## config.mk

```make
export PLATFORM = sky130hd
export DESIGN_NAME = mul_div_unit
export DESIGN_NICKNAME = d
export VERILOG_FILES = /design/src/rtl/mul_div_pkg.sv /design/src/rtl/mul_div_core.sv /design/src/rtl/mul_div_unit.sv
export SDC_FILE = /design/constraint.sdc
export NUM_CORES = 1
export LEC_CHECK = 0
export ABC_AREA = 0
export CORE_MARGIN = 5
export CORE_UTILIZATION = 33
export DETAILED_ROUTE_END_ITERATION = 12
export PLACE_DENSITY_LB_ADDON = 0.1
export RECOVER_POWER = 100
export SLEW_MARGIN = 25
export SYNTH_ARGS = -nofsm -noshare
export SYNTH_HDL_FRONTEND = slang
export SYNTH_HIERARCHICAL = 1
export SYNTH_SLANG_ARGS = --single-unit
```

## constraint.sdc

```tcl
create_clock -name clk_clk -period 3.23 [get_ports clk_clk]
set_input_delay 0.646 -clock clk_clk [delete_from_list [all_inputs] [get_ports clk_clk]]
set_output_delay 0.646 -clock clk_clk [all_outputs]
set_load 0.1 [all_outputs]
```

## src/rtl/mul_div_pkg.sv

```systemverilog
// rtl/mul_div_pkg.sv - shared constants for the iterative multiply/divide unit
package mul_div_pkg;

  typedef logic [1:0] state_t;

  localparam state_t IDLE = 2'd0;
  localparam state_t CALC = 2'd1;
  localparam state_t FIX  = 2'd2;
  localparam state_t DONE = 2'd3;

  localparam logic OP_MUL = 1'b0;
  localparam logic OP_DIV = 1'b1;

endpackage

```

## src/rtl/mul_div_core.sv

```systemverilog
// rtl/mul_div_core.sv - one shift-add / restoring shift-subtract step
module mul_div_core
  import mul_div_pkg::*;
#(
  parameter int WIDTH = 32
)
(
  input  logic               op,
  input  logic [2*WIDTH:0]   acc_in,
  input  logic [WIDTH-1:0]   operand,
  output logic [2*WIDTH:0]   acc_out
);

  // Multiply keeps {carry, upper, multiplier} in acc; divide keeps {remainder, quotient}.
  logic [WIDTH:0]   sum;
  logic [WIDTH:0]   shifted;
  logic [WIDTH+1:0] diff;

  // Single iteration: conditional add then shift right, or shift left then trial subtract.
  always_comb begin
    sum     = acc_in[2*WIDTH:WIDTH] + {1'b0, operand};
    shifted = acc_in[2*WIDTH-1:WIDTH-1];
    diff    = {1'b0, shifted} - {2'b00, operand};
    acc_out = acc_in;
    if (op == OP_MUL) begin
      if (acc_in[0]) begin
        acc_out = {1'b0, sum, acc_in[WIDTH-1:1]};
      end else begin
        acc_out = {1'b0, acc_in[2*WIDTH:1]};
      end
    end else begin
      if (diff[WIDTH+1]) begin
        acc_out = {shifted, acc_in[WIDTH-2:0], 1'b0};
      end else begin
        acc_out = {diff[WIDTH:0], acc_in[WIDTH-2:0], 1'b1};
      end
    end
  end

endmodule

```

## src/rtl/mul_div_unit.sv

```systemverilog
// rtl/mul_div_unit.sv - iterative multiply/divide co-processor with start/busy/done handshake
module mul_div_unit
  import mul_div_pkg::*;
#(
  parameter int WIDTH = 32
)
(
  input  logic                 clk_clk,
  input  logic                 reset_reset,
  input  logic                 start,
  input  logic                 op,
  input  logic                 signed_mode,
  input  logic [WIDTH-1:0]     a,
  input  logic [WIDTH-1:0]     b,
  output logic                 busy,
  output logic                 done,
  output logic [2*WIDTH-1:0]   produto,
  output logic [WIDTH-1:0]     quociente,
  output logic [WIDTH-1:0]     resto,
  output logic                 div_by_zero
);

  localparam int CNT_W = $clog2(WIDTH);

  state_t               state;
  logic [CNT_W-1:0]     cnt;
  logic [2*WIDTH:0]     acc;
  logic [2*WIDTH:0]     acc_next;
  logic [WIDTH-1:0]     operand;
  logic                 op_q;
  logic                 neg_main;
  logic                 neg_rem;
  logic [WIDTH-1:0]     mag_a;
  logic [WIDTH-1:0]     mag_b;
  logic                 accept;
  logic                 zero_div;

  // MIN negates to itself, which read unsigned is exactly its magnitude.
  assign mag_a    = (signed_mode && a[WIDTH-1]) ? -a : a;
  assign mag_b    = (signed_mode && b[WIDTH-1]) ? -b : b;
  assign accept   = (state == IDLE) && start;
  assign zero_div = (op == OP_DIV) && (b == '0);

  assign busy = (state == CALC) || (state == FIX);
  assign done = (state == DONE);

  mul_div_core #(
    .WIDTH (WIDTH)
  ) u_core (
    .op      (op_q),
    .acc_in  (acc),
    .operand (operand),
    .acc_out (acc_next)
  );

  // Sequencer: capture operands on start, iterate WIDTH steps, then fix signs.
  always_ff @(posedge clk_clk) begin
    if (reset_reset) begin
      state    <= IDLE;
      cnt      <= '0;
      acc      <= '0;
      operand  <= '0;
      op_q     <= OP_MUL;
      neg_main <= 1'b0;
      neg_rem  <= 1'b0;
    end else begin
      case (state)
        IDLE: begin
          if (accept) begin
            op_q     <= op;
            neg_main <= signed_mode && (a[WIDTH-1] ^ b[WIDTH-1]);
            neg_rem  <= signed_mode && a[WIDTH-1];
            cnt      <= CNT_W'(WIDTH - 1);
            if (op == OP_MUL) begin
              acc     <= {{(WIDTH+1){1'b0}}, mag_b};
              operand <= mag_a;
            end else begin
              acc     <= {{(WIDTH+1){1'b0}}, mag_a};
              operand <= mag_b;
            end
            state <= zero_div ? DONE : CALC;
          end
        end
        CALC: begin
          acc <= acc_next;
          cnt <= cnt - CNT_W'(1);
          if (cnt == '0) begin
            state <= FIX;
          end
        end
        FIX: begin
          state <= DONE;
        end
        DONE: begin
          state <= IDLE;
        end
        default: begin
          state <= IDLE;
        end
      endcase
    end
  end

  // Result registers: hold until the next sign fix or divide-by-zero shortcut.
  always_ff @(posedge clk_clk) begin
    if (reset_reset) begin
      produto     <= '0;
      quociente   <= '0;
      resto       <= '0;
      div_by_zero <= 1'b0;
    end else begin
      if (accept) begin
        div_by_zero <= zero_div;
        if (zero_div) begin
          quociente <= '1;
          resto     <= a;
        end
      end
      if (state == FIX) begin
        if (op_q == OP_MUL) begin
          produto <= neg_main ? -acc[2*WIDTH-1:0] : acc[2*WIDTH-1:0];
        end else begin
          quociente <= neg_main ? -acc[WIDTH-1:0] : acc[WIDTH-1:0];
          resto     <= neg_rem ? -acc[2*WIDTH-1:WIDTH] : acc[2*WIDTH-1:WIDTH];
        end
      end
    end
  end

endmodule

```

==> reports/metrics.cfg <==
[yosys]
yosysMostFrequentCell=dfxtp_1
synth_seq_area_share_pct=27.00
ys_types=90
synthesis.instances=2231
synth_nets=2376
synth_area_per_cell_sq_um=7.844
synthFlopType=dfxtp_1
synthArstFlopShare_pct=0
yosys_warnings=6
ys_ff_latch=236
synth_area_leaders=dfxtp_1, ha_1, xor2_1, xnor2_1, mux2i_1
synthesis.area_sq_um=17500
synth_edf_count=0
synth.top_cell.area_share_pct=27.00
synthTopCellsByCount=dfxtp_1, nor2_1, nand2_1, a21oi_1
yosys.area.top_type=dfxtp_1

[worst_setup_path]
critPathKind=flip-flop to flip-flop
rr_startpoint=operand[15]
required_ns=3.75
startpoint=operand[15]
worst_setup_path_end_kind=flip-flop
worst-path-max-fanout=5
start_kind=flip-flop
slowest_delay_ns=0.38
cp_slowest_cell=or3_4
cp_cell_sequence=buf_4 -> ha_1 -> nand4_1 -> or3_4 -> a211o_4 -> a31o_2 -> nor3_2 -> mux2_1 -> a211o_1 -> o21ai_1 -> a22oi_1 -> nor2_1
cp_top_family=compound AO/OA/AOI/OAI gates
crit_buf_inv=1
critPathArrivalTime_ns=3.63

[clock_network]
insertion_delay_ns=0.59
cts.htree.levels=1
clock_path_buffers=3
postCtsHoldBufs=0
cts_tree=done
clk_pin_slew_ns=0.06
cts_buffers=31
cts_sinks=236
cts_root_buf=clkbuf_16

[global_route]
grt_pass1_wl_um=111100
grt_start_max_net_pins=71
antenna_found_initial=2
grt_use_total_pct=24.61
globalRouteOverflowTotal=0
grt_pass1_vias=17692

[floorplan]
dieArea_sq_um=57730
io_pins=200
fp.coreArea_sq_um=52550
dieWidth_um=240.3
die_h_um=240.3
num_rows=84
initial_core_util_pct=33.30

[power_and_ir_drop]
p_switching_w=0.009027
p_int_w=0.009073
p_sw_share_pct=49.87
combPwrFrac_pct=56.4
p_seq_share_pct=23.5
total_power_w=0.01810
p_clk_share_pct=20.1
cellLeakagePower_nw=8.476
ir_drop_mv=0.4596
p_per_area_nw_per_um2=824.9

[timing]
postLayoutSetupSlackWorst_ns=0.1136
clock_skew_ns=0.02077
fmax_mhz=320.9
setup-tns-final_ns=0
period_share_pct=96.48
hold_viol=0
setup_viol=0
maxSlewViolCount=27
worstMarginPinSlew_ns=1.507
slew_headroom_pct=-0.4485
fin_crit_ns=3.116

[hold_path]
hold_start=reset_reset
hold_path_class=input pin to flip-flop

[detailed_routing]
drc=0
drt_iter0_drc=1586
routedWlPerCell_um=22.96
wl_um=74930
dr.pass1.iters=5
via_per_inst=5.658
vias=18467
final_antenna_net_count=0

[place]
hpwlAfterDp_um=59130
place_area_sq_um=21370
place_ws_ns=-0.1432
routabilityCongestion=0.9209
portBuffers=199

[layout]
seqCellArea_sq_um=4735
multiInputGateArea_sq_um=12000
fin_nets=2699
drive_above_1_share_pct=15.22
fin_util_pct=41.76
diodes=0
areaGrowthSynthToFinish_pct=25.40
fillCellCount=5534
final_area_sq_um=21940

[outcome]
violations=max-capacitance violations, max-slew violations
outcome=finished, violations left

[run]
maxCapViolCount=1

[routing by layer]
layer,wire length [um],vias to the layer above,GRT usage [%]
met5,0,-,0
met4,1936,0,6.345
met3,4299,88,2.409
met2,34970,613,41.06
met1,33720,8919,34.24
li1,-,8847,-
[kinds of logic (layout without fill, tap and decap cells)]
kind of cell    Yosys count  after routing  synth area share [%]
simple gates            682            682                 19.08
flops                   236            236                 27.00
compound gates          691            691                 26.33
xor+xnor                204            204                 10.21
fa+ha+maj                76             76                 5.520
buf+inv                 228            573                 5.098
mux                     114            114                 6.764
[stage by stage]
| step | hold WS, ns | instances |
|---|---|---|
| 2_1_floorplan | 0.4406 | 2231 |
| 3_3_place_gp | 0.4445 | 3206 |
| 3_5_place_dp | 0.4459 | 3206 |
| 4_1_cts | 0.3831 | 3261 |
| 5_1_grt | 0.4156 | 3264 |
| 6_report | 0.3976 | 3264 |
[cell type report]
type | count | area share (%)
Clock buffer | 41 | 3.934
Inverter | 68 | 1.163
Clock inverter | 14 | 0.9237
Multi-Input combinational cell | 1767 | 54.69
Tap cell | 688 | 3.923
Timing Repair Buffer | 450 | 13.79
Sequential cell | 236 | 21.58
[repair_timing]
item                                    CTS  global route
buffers inserted                          0             3
endpoints found under the hold margin     0             0
pin swaps                                 0            15
endpoints found under the setup margin    4            24
gates resized for setup                   4            27
cloned                                    0             0
[power groups by stage]
stage	registers [W]	logic [W]	clock network (W)
final	0.00425	0.0102	0.00364
after global routing	0.00433	0.0110	0.00383
after CTS	0.00425	0.0103	0.00372
after detailed placement	0.00431	0.0103	0
after global placement	0.00429	0.0102	0
after floorplan	0.00577	0.00551	0
[worst reg2reg max path, delay by kind of cell, from the launching register on]
family                     cells  cell delay, ns
AOI/OAI and AO/OA              5            1.05
and+or+nand+nor                4            0.83
adders and majority gates      1            0.35
muxes                          1            0.34
DFF                            1            0.31
buffers and inverters          1            0.15
[sequential cells by signal (all words and copies together), names as in the netlist]
signal       cells
div_by_zero      1
cnt              5
acc             65
produto         64
neg_rem          1
resto           32
operand         32
neg_main         1
state            2
op_q             1
quociente       32
[path summary, 6_finish.rpt]
| check | endpoint | slack, ns | cells after the start |
|---|---|---|---|
| setup reg to reg | acc[56] | 0.11 | 12 |
| hold reg to reg | produto[54] | 0.45 | 2 |
| setup / recovery | acc[56] | 0.11 | 12 |
| hold / removal | produto[25] | 0.40 | 2 |
[placed cells by master (no fill, tap or decap), types with 19 or more instances in the layout]
| master | instances |
|---|---|
| a211oi_1 | 85 |
| a21o_1 | 25 |
| a21oi_1 | 154 |
| a22oi_1 | 39 |
| a31oi_1 | 19 |
| buf_4 | 216 |
| clkbuf_1 | 159 |
| clkbuf_16 | 31 |
| clkdlybuf4s50_1 | 63 |
| dfxtp_1 | 230 |
| ha_1 | 72 |
| inv_1 | 64 |
| mux2_2 | 32 |
| mux2i_1 | 79 |
| nand2_1 | 167 |
| nand2b_1 | 21 |
| nand3_1 | 43 |
| nand4_1 | 21 |
| nor2_1 | 202 |
| nor2b_1 | 22 |
| nor3_1 | 80 |
| o21ai_0 | 136 |
| o22ai_1 | 21 |
| o31ai_1 | 39 |
| o41ai_1 | 20 |
| or3_1 | 21 |
| or4_1 | 22 |
| xnor2_1 | 100 |
| xor2_1 | 104 |
No activity file was read; power rests on OpenSTA's default activity.
